--- src/rtl/writeback_unit_pkg.sv ---
// Shared writeback definitions: load funct3 encodings, default widths, writeback entry.
package writeback_unit_pkg;

   localparam int XLEN    = 64;
   localparam int REG_AW  = 5;

   localparam logic [2:0] LB  = 3'b000;
   localparam logic [2:0] LH  = 3'b001;
   localparam logic [2:0] LW  = 3'b010;
   localparam logic [2:0] LD  = 3'b011;
   localparam logic [2:0] LBU = 3'b100;
   localparam logic [2:0] LHU = 3'b101;
   localparam logic [2:0] LWU = 3'b110;

   typedef struct packed {
      logic [REG_AW-1:0] rd;
      logic [XLEN-1:0]   data;
   } wb_entry_t;

endpackage

--- src/rtl/writeback_unit_load_formatter.sv ---
// Combinational load formatter: selects the addressed lane of a doubleword and extends it.
module writeback_unit_load_formatter
   import writeback_unit_pkg::*;
(
   input  logic [63:0] rdata_i,
   input  logic [2:0]  offset_i,
   input  logic [2:0]  funct3_i,
   output logic [63:0] data_o
);

   logic [63:0] shifted;

   assign shifted = rdata_i >> {offset_i, 3'b000};

   always_comb begin
      data_o = '0;
      case (funct3_i)
         LB:      data_o = {{56{shifted[7]}},  shifted[7:0]};
         LH:      data_o = {{48{shifted[15]}}, shifted[15:0]};
         LW:      data_o = {{32{shifted[31]}}, shifted[31:0]};
         LD:      data_o = shifted;
         LBU:     data_o = {56'd0, shifted[7:0]};
         LHU:     data_o = {48'd0, shifted[15:0]};
         LWU:     data_o = {32'd0, shifted[31:0]};
         default: data_o = '0;
      endcase
   end

endmodule

--- src/rtl/writeback_unit.sv ---
// Writeback stage: arbitrates ALU results and buffered load results onto the register file
// write port (1-cycle registered), and tracks outstanding loads per destination register.
module writeback_unit
   import writeback_unit_pkg::*;
#(
   parameter int ADDR_WIDTH = REG_AW,
   parameter int DATA_WIDTH = XLEN,
   parameter int FIFO_DEPTH = 2
) (
   input  logic                         clk,
   input  logic                         rst,
   input  logic                         alu_valid,
   input  logic [ADDR_WIDTH-1:0]        alu_rd,
   input  logic [DATA_WIDTH-1:0]        alu_data,
   input  logic                         lsu_valid,
   output logic                         lsu_ready,
   input  logic [ADDR_WIDTH-1:0]        lsu_rd,
   input  logic [63:0]                  lsu_rdata,
   input  logic [2:0]                   lsu_offset,
   input  logic [2:0]                   lsu_funct3,
   input  logic                         ld_issue_valid,
   input  logic [ADDR_WIDTH-1:0]        ld_issue_rd,
   output logic [(1<<ADDR_WIDTH)-1:0]   pending,
   output logic                         wen,
   output logic [ADDR_WIDTH-1:0]        rd,
   output logic [DATA_WIDTH-1:0]        dataD
);

   localparam int PTR_W = (FIFO_DEPTH > 1) ? $clog2(FIFO_DEPTH) : 1;
   localparam int CNT_W = $clog2(FIFO_DEPTH + 1);
   localparam int NREG  = 1 << ADDR_WIDTH;

   logic [DATA_WIDTH-1:0] ld_data;
   logic [ADDR_WIDTH-1:0] fifo_rd_q   [FIFO_DEPTH];
   logic [DATA_WIDTH-1:0] fifo_data_q [FIFO_DEPTH];
   logic [PTR_W-1:0]      wr_ptr_q, wr_ptr_d, rd_ptr_q, rd_ptr_d;
   logic [CNT_W-1:0]      cnt_q, cnt_d;
   logic                  wen_q, wen_d;
   logic [ADDR_WIDTH-1:0] rd_q, rd_d;
   logic [DATA_WIDTH-1:0] data_q, data_d;
   logic [NREG-1:0]       pending_q, pending_d;

   logic                  fifo_empty, fifo_full, lsu_acc;
   logic                  sel_vld, sel_lsu, pop, bypass, push;
   logic [ADDR_WIDTH-1:0] sel_rd;
   logic [DATA_WIDTH-1:0] sel_data;

   writeback_unit_load_formatter u_fmt (
      .rdata_i  (lsu_rdata),
      .offset_i (lsu_offset),
      .funct3_i (lsu_funct3),
      .data_o   (ld_data)
   );

   // Ready depends only on registered occupancy, never on this cycle's ALU traffic.
   assign fifo_empty = (cnt_q == '0);
   assign fifo_full  = (cnt_q == CNT_W'(FIFO_DEPTH));
   assign lsu_ready  = !fifo_full;
   assign lsu_acc    = lsu_valid && lsu_ready;
   assign push       = lsu_acc && !bypass;

   always_comb begin
      sel_vld  = 1'b0;
      sel_lsu  = 1'b0;
      sel_rd   = '0;
      sel_data = '0;
      pop      = 1'b0;
      bypass   = 1'b0;
      if (alu_valid) begin
         sel_vld  = 1'b1;
         sel_rd   = alu_rd;
         sel_data = alu_data;
      end else if (!fifo_empty) begin
         sel_vld  = 1'b1;
         sel_lsu  = 1'b1;
         pop      = 1'b1;
         sel_rd   = fifo_rd_q[rd_ptr_q];
         sel_data = fifo_data_q[rd_ptr_q];
      end else if (lsu_acc) begin
         sel_vld  = 1'b1;
         sel_lsu  = 1'b1;
         bypass   = 1'b1;
         sel_rd   = lsu_rd;
         sel_data = ld_data;
      end
   end

   always_comb begin
      wen_d  = sel_vld && (sel_rd != '0);
      rd_d   = sel_vld ? sel_rd : rd_q;
      data_d = sel_vld ? sel_data : data_q;

      wr_ptr_d = wr_ptr_q;
      rd_ptr_d = rd_ptr_q;
      if (push) wr_ptr_d = (wr_ptr_q == PTR_W'(FIFO_DEPTH - 1)) ? '0 : wr_ptr_q + PTR_W'(1);
      if (pop)  rd_ptr_d = (rd_ptr_q == PTR_W'(FIFO_DEPTH - 1)) ? '0 : rd_ptr_q + PTR_W'(1);
      cnt_d = cnt_q + CNT_W'(push) - CNT_W'(pop);

      // Clear first so a same-cycle issue to the same register keeps the bit set.
      pending_d = pending_q;
      if (sel_vld && sel_lsu) pending_d[sel_rd] = 1'b0;
      if (ld_issue_valid)     pending_d[ld_issue_rd] = 1'b1;
      pending_d[0] = 1'b0;
   end

   always_ff @(posedge clk) begin
      if (rst) begin
         wen_q     <= 1'b0;
         rd_q      <= '0;
         data_q    <= '0;
         pending_q <= '0;
         cnt_q     <= '0;
         wr_ptr_q  <= '0;
         rd_ptr_q  <= '0;
      end else begin
         wen_q     <= wen_d;
         rd_q      <= rd_d;
         data_q    <= data_d;
         pending_q <= pending_d;
         cnt_q     <= cnt_d;
         wr_ptr_q  <= wr_ptr_d;
         rd_ptr_q  <= rd_ptr_d;
      end
   end

   always_ff @(posedge clk) begin
      if (push) begin
         fifo_rd_q[wr_ptr_q]   <= lsu_rd;
         fifo_data_q[wr_ptr_q] <= ld_data;
      end
   end

   assign wen     = wen_q;
   assign rd      = rd_q;
   assign dataD   = data_q;
   assign pending = pending_q;

endmodule

--- config.mk ---
export PLATFORM = sky130hd
export DESIGN_NAME = writeback_unit
export DESIGN_NICKNAME = d
export VERILOG_FILES = /design/src/rtl/writeback_unit_pkg.sv /design/src/rtl/writeback_unit_load_formatter.sv /design/src/rtl/writeback_unit.sv
export SDC_FILE = /design/constraint.sdc
export NUM_CORES = 1
export LEC_CHECK = 0
export BUFFER_PORTS_ARGS = -buffer_cell sky130_fd_sc_hd__buf_2
export CAP_MARGIN = 15
export CORE_ASPECT_RATIO = 0.9
export CORE_MARGIN = 2
export CORE_UTILIZATION = 54
export CTS_BUF_LIST = sky130_fd_sc_hd__clkbuf_2
export DETAILED_ROUTE_END_ITERATION = 16
export PLACE_DENSITY = 0.8
export SLEW_MARGIN = 10
export SYNTH_ARGS = -nofsm -noshare
export SYNTH_HDL_FRONTEND = slang
export SYNTH_SLANG_ARGS = --single-unit
--- constraint.sdc ---
create_clock -name clk -period 11.75 [get_ports clk]
set_input_delay 1.175 -clock clk [delete_from_list [all_inputs] [get_ports clk]]
set_output_delay 1.175 -clock clk [all_outputs]
set_load 0.03 [all_outputs]
Word-level counts from Yosys, hierarchy flattened

Memory sizes are Yosys's and may differ from the RTL's. A register that Yosys moved wholly into a read port is not among the register bits.
Cells that the tools add are included.

Flip-flop bits (word level): 106
Bits in latches: 0
Memory bits (writable): 138
ROM bits: 0
Input bits: 154
Output and inout bits: 103
Memories kept: 2

Add/subtract/negate cells: 4
Multipliers: 0
Divide/modulo/power cells: 0
Magnitude comparators: 4
Equality and inequality tests: 7
Shift-type cells: 1
Muxes and demuxes: 29
Bitwise operators: 3
Reduce and logical (&&, ||, !) cells: 11

Memory list:

| name        | words | width | rd ports | clocked after Yosys merged registers in | wr ports | line                 | text |
|---|---|---|---|---|---|---|---|
| fifo_data_q | 2     | 64    | 1        | 1                                       | 1        | writeback_unit.sv:35 | `logic [DATA_WIDTH-1:0] fifo_data_q [FIFO_DEPTH];` |
| fifo_rd_q   | 2     | 5     | 1        | 1                                       | 1        | writeback_unit.sv:34 | `logic [ADDR_WIDTH-1:0] fifo_rd_q [FIFO_DEPTH];` |

Operators with widths:

| cell                                                | count |
|---|---|
| one-hot mux 64 bit (7 select lines)                 | 1 |
| 2-to-1 mux 64 bit                                   | 3 |
| 2-to-1 mux 32 bit                                   | 2 |
| right shift 64 x 6 -> 64 bit                        | 1 |
| AND 32 bit                                          | 1 |
| NOT 32 bit                                          | 1 |
| bitwise OR 32 bit                                   | 1 |
| 2-to-1 mux 1 bit                                    | 18 |
| 2-to-1 mux 5 bit                                    | 3 |
| < comparator 5 x 6 -> 1 bit, second input constant  | 2 |
| demux 1 bit (select 5 bit)                          | 2 |
| >= comparator 5 x 1 -> 1 bit, second input constant | 2 |
| == test 3 bit, second input constant                | 3 |
| == test 3 x 2 -> 1 bit, second input constant       | 2 |
| logical AND 1 bit                                   | 6 |
| nonzero test 5 bit                                  | 1 |
| == test 3 x 1 -> 1 bit, second input constant       | 1 |
| logical NOT 3 bit                                   | 1 |
| adder 1 bit, second input constant                  | 2 |
| adder 2 x 1 -> 2 bit                                | 1 |
| == test 2 bit, second input constant                | 1 |
| logical NOT 1 bit                                   | 2 |
| logical NOT 2 bit                                   | 1 |
| subtractor 2 x 1 -> 2 bit                           | 1 |

Logic depth before layout (Yosys ltp)

Depth in word-level cells: 15
Gate-level depth with buffers: 11

Cells and area by module

Synthesis repeated with hierarchy kept, for this count alone.

Cell total of the unflattened synthesis: 1215
Area, all modules: 13038.8 µm²

Modules (own cells, without submodules):

| module                        | instances | cells each | area an instance (µm²) | seq. area each (µm²) |
|---|---|---|---|---|
| writeback_unit                | 1         | 926        | 10505.1                | 6266.0 |
| writeback_unit_load_formatter | 1         | 289        | 2533.7                 | 0.0 |

Least setup slack after synthesis

No wires, ideal clock.

Path kind: input-to-reg
From: in lsu_valid
To: mem fifo_data_q[0][0] (netlist name) (enable)
Data arrival time: 4742 ps
Slack: 6511 ps
Cell stages on the path: 4
Cell sequence: clkbuf_1 > clkbuf_1 > nand3_1 > nor2_1

Cells in the longest elaborated chain, start to end: 8

RTL lines:

| item                                     | line                  | text |
|---|---|---|
| start, declared                          | writeback_unit.sv:15  | `input logic lsu_valid,` |
| logical AND 1 bit *                      | writeback_unit.sv:59  | `assign lsu_acc = lsu_valid && lsu_ready;` |
| 2-to-1 mux 1 bit                         | writeback_unit.sv:79  | `end else if (lsu_acc) begin` |
| 2-to-1 mux 1 bit                         | writeback_unit.sv:73  | `end else if (!fifo_empty) begin` |
| 2-to-1 mux 1 bit                         | writeback_unit.sv:69  | `if (alu_valid) begin` |
| logical NOT 1 bit                        | writeback_unit.sv:60  | `assign push = lsu_acc && !bypass;` |
| logical AND 1 bit *                      | writeback_unit.sv:60  |  |
| 2-to-1 mux 1 bit *                       | writeback_unit.sv:127 | `if (push) begin` |
| 2-to-1 mux 1 bit (implied by the code) * | writeback_unit.sv:129 | `fifo_data_q[wr_ptr_q] <= ld_data;` |
| end, declared                            | writeback_unit.sv:35  |  |

Mark *: on every way between the ends. The rest lies on a longest branch, timed or not.

Worst setup path after layout

From: in lsu_offset[0]
To: mem fifo_data_q[1][43] (netlist name) (data pin)

Cells in the longest elaborated chain, start to end: 2

RTL lines:

| item                                | line                                | text |
|---|---|---|
| start, declared                     | writeback_unit.sv:19                | `input logic [2:0] lsu_offset,` |
| right shift 64 x 6 -> 64 bit        | writeback_unit_load_formatter.sv:13 | `assign shifted = rdata_i >> {offset_i, 3'b000};` |
| one-hot mux 64 bit (7 select lines) | writeback_unit_load_formatter.sv:17 | `case (funct3_i)` |
| named net ld_data[43]               | writeback_unit.sv:33                | `logic [DATA_WIDTH-1:0] ld_data;` |

The timed path passes the listed nets, and every way through them passes these cells.

==> impl_results.rst <==
.. list-table::
   :header-rows: 1

   * - Metric
     - Value
   * - Sequential Area
     - 6270 sq um
   * - Arr. time, crit path
     - 4.11 ns
   * - Post-layout minimum cycle time
     - 3.554 ns
   * - Area occupied by multi-input gates
     - 5853 sq um
   * - Total detailed-routing wirelength
     - 37,980 microns
   * - CTS Buffer Depth
     - 3
   * - Hold/Removal Path Class
     - flip-flop to flip-flop
   * - Synth cell types
     - 67
   * - TNS Setup
     - 0 ns
   * - CTS tree
     - done
   * - Final core area utilization
     - 62.79%
   * - Initial detailed-routing violation count
     - 1,556
   * - # Max-Cap Violations
     - 0
   * - Global-route wire length before repair
     - 56,840 microns
   * - Syn Nets
     - 1,357
   * - Placeable core region
     - 23,210 sq um
   * - Warning count from the yosys run
     - 0
   * - DP HPWL
     - 26,220 microns
   * - Number of core rows
     - 53
   * - Number of synthesized flops with an enable pin
     - 138
   * - Leakage power figure
     - 5.892 nW
   * - RSZ-0062 raised after global routing
     - false
   * - Critical path data required time
     - 12.31 ns
   * - Post-DR wirelength/cell
     - 21.22 microns
   * - Clock latency reported for the late side of the worst-skew pair
     - 0.89 ns
   * - Top cell type's share of synthesized area
     - 32.62%
   * - Number of hold violations in the final report
     - 0
   * - Clock-pin slew on the worst setup and hold paths
     - 0.10 ns
   * - Buffers inserted during post-CTS setup optimization
     - 0
   * - GRT Resource Usage Total
     - 29.13%
   * - Resized Gates After CTS
     - 0
   * - Die outline area
     - 24,770 sq um
   * - Cts hold-fix bufs
     - 0
   * - Total placed instance area
     - 13,970 sq um
   * - Post-route DRC
     - 0
   * - Initial antenna violation count
     - 5
   * - Worst setup path class
     - input port to flip-flop
   * - Starting Density
     - 54.73%
   * - Placed cell count
     - 1,670
   * - Power per cell area
     - 176.3 nW/um^2
   * - Maximum level of the CTS H-tree
     - 2
   * - CP endpoint kind
     - flip-flop
   * - Flip-flop and latch count after synthesis
     - 244
   * - Count of clock tree sinks
     - 244
   * - Gr ovfl total
     - 0
   * - Ranking of synthesized cells by area
     - sky130_fd_sc_hd__edfxtp_1, sky130_fd_sc_hd__dfxtp_1, sky130_fd_sc_hd__mux2i_1, sky130_fd_sc_hd__mux4_2, sky130_fd_sc_hd__mux2_2
   * - Number of setup violations in the final report
     - 0
   * - Sequential cell area fraction in the yosys report
     - 49.33%
   * - Final design instance area without fill
     - 14,570 sq um
   * - Maximum ir drop on the vdd rail
     - 0.1242 mV
   * - Via/cell ratio
     - 6.231
   * - Syn Std Cell Area
     - 12,700 sq um
   * - Final setup skew
     - 0.07556 ns
   * - Most used standard cell by instance count after synthesis
     - sky130_fd_sc_hd__edfxtp_1
   * - Total count of max-transition violations in the final report
     - 0
   * - Overall power of the completed layout
     - 2.570 mW
   * - Synth cell count leaders
     - sky130_fd_sc_hd__edfxtp_1, sky130_fd_sc_hd__nand2_1, sky130_fd_sc_hd__dfxtp_1
   * - Setup crit start kind
     - input port
   * - Smallest setup slack after layout
     - 8.196 ns
   * - Max-slew headroom
     - 29.92%
   * - Number of global-route vias before repair
     - 10,479
   * - Routability congestion estimate
     - 0.9370
   * - Layout filler cell count
     - 1,916
   * - Finished Layout Cells
     - 1,790
   * - Final Net Count
     - 1,587
   * - Pin count of the biggest net entering global routing
     - 85
   * - Number of iterations in the first detailed-routing pass
     - 6
   * - Top cell type by total area after synthesis
     - sky130_fd_sc_hd__edfxtp_1
   * - Clk Tree Root Cell
     - sky130_fd_sc_hd__clkbuf_2
   * - Post-synthesis cell count
     - 1,201
   * - Clock buffer count from CTS
     - 60
   * - Count of antenna-violating nets left after detailed routing
     - 0
   * - Post-synthesis area per instance
     - 10.58 sq um
   * - Horiz. Die Dim
     - 165.7 microns
   * - Total I/O pin count
     - 257
   * - Post-Place Worst Slack
     - 7.046 ns
   * - Total vias in the final route
     - 11,154
   * - Maximum achievable frequency
     - 0.2814 GHz
   * - Worst-margin pin slew
     - 1.043 ns
   * - Fraction of layout cells with a size suffix above 1
     - 32.25%
   * - Layout Area Growth over Synthesis
     - 14.74%
   * - Number of buffer cells added on primary ports
     - 255
   * - Run status
     - complete, no violations
   * - Worst Hold Margin
     - 0.4646 ns
   * - Crit-path max FO
     - 62
   * - Die H
     - 149.5 microns
   * - Most instantiated flip-flop cell in the synthesis netlist
     - sky130_fd_sc_hd__edfxtp_1
   * - Post-route fraction of the period consumed by the critical path
     - 30.25%
   * - Share of synthesized flip-flops with an asynchronous set or reset
     - 0%
## routing by layer
metal | track usage [%] | wire length (microns) | share of wire, %
met5 | 0 | 0 | 0
met3 | 5.395 | 3794 | 10
met1 | 38.74 | 14830 | 39
met4 | 12.43 | 1280 | 3.4
met2 | 47.26 | 18080 | 48
## flip-flops by register name, summed over array words and instances (netlist names), named ones only
name / flops
pending: 31
rd_ptr_q: 1
rd: 5
wr_ptr_q: 1
fifo_data_q: 128
cnt_q: 2
dataD: 64
fifo_rd_q: 10
wen: 1
## cells by family after synthesis
group / after synthesis / share of synthesized area, %
AO/OA/AOI/OAI: 359 / 19.65
XOR/XNOR: 4 / 0.2759
adder cells (fa/ha/maj): 2 / 0.1970
buffers and inverters: 127 / 4.768
flip-flops: 244 / 49.33
multiplexers: 139 / 14.12
other: 1 / 0.02952
AND/OR/NAND/NOR: 325 / 11.63
## layout by cell type (no fill, tap or decap), types with 11 or more instances in the layout
master	n
sky130_fd_sc_hd__edfxtp_1	138
sky130_fd_sc_hd__o21ai_0	86
sky130_fd_sc_hd__buf_2	253
sky130_fd_sc_hd__a21oi_1	76
sky130_fd_sc_hd__a22oi_1	33
sky130_fd_sc_hd__mux2_2	51
sky130_fd_sc_hd__nand2_1	118
sky130_fd_sc_hd__dfxtp_1	105
sky130_fd_sc_hd__nor3_1	31
sky130_fd_sc_hd__mux2i_1	61
sky130_fd_sc_hd__clkinv_1	15
sky130_fd_sc_hd__a221oi_1	12
sky130_fd_sc_hd__a31oi_1	26
sky130_fd_sc_hd__o22ai_1	12
sky130_fd_sc_hd__nor2_1	98
sky130_fd_sc_hd__a211o_1	12
sky130_fd_sc_hd__inv_1	25
sky130_fd_sc_hd__o31ai_1	16
sky130_fd_sc_hd__clkbuf_2	95
sky130_fd_sc_hd__nand3_1	11
sky130_fd_sc_hd__o221ai_1	11
sky130_fd_sc_hd__buf_4	14
sky130_fd_sc_hd__nor2b_1	24
sky130_fd_sc_hd__nand2b_1	11
sky130_fd_sc_hd__mux4_2	27
## power by group
| part | switching, mW | internal [mW] | total (mW) |
|---|---|---|---|
| Combinational | 0.571 | 0.296 | 0.867 |
| Sequential | 0.0558 | 1.07 | 1.12 |
| Clock | 0.346 | 0.236 | 0.582 |
## worst max-delay path, cell delays in order
cell                      delay (ns)
sky130_fd_sc_hd__buf_2          0.08
sky130_fd_sc_hd__buf_4          0.66
sky130_fd_sc_hd__mux2_2         0.44
sky130_fd_sc_hd__mux4_2         0.51
sky130_fd_sc_hd__and3_4         0.23
sky130_fd_sc_hd__nor3_4         0.31
sky130_fd_sc_hd__buf_4          0.45
sky130_fd_sc_hd__o21ai_0        0.20
## path summary, 6_finish.rpt
kind	startpoint	endpoint	slack (ns)	cells after the start
setup / recovery	lsu_offset[0]	fifo_data_q[1][43]	8.20	8
hold / removal	rd[1]	rd[1]	0.46	2
hold reg to reg	rd[1]	rd[1]	0.46	2
setup reg to reg	cnt_q[1]	cnt_q[1]	9.13	9
## cell type report
cell class                 instances  area share [%]
clock buffer                      95           3.262
timing repair buffer             268           9.487
tap                              302           2.593
clock inverter                    18          0.6782
multi-input combinational        830           40.16
inverter                          27          0.6954
sequential                       244           43.02
antenna                            6          0.1030
Power figures use the tool's default switching activity.
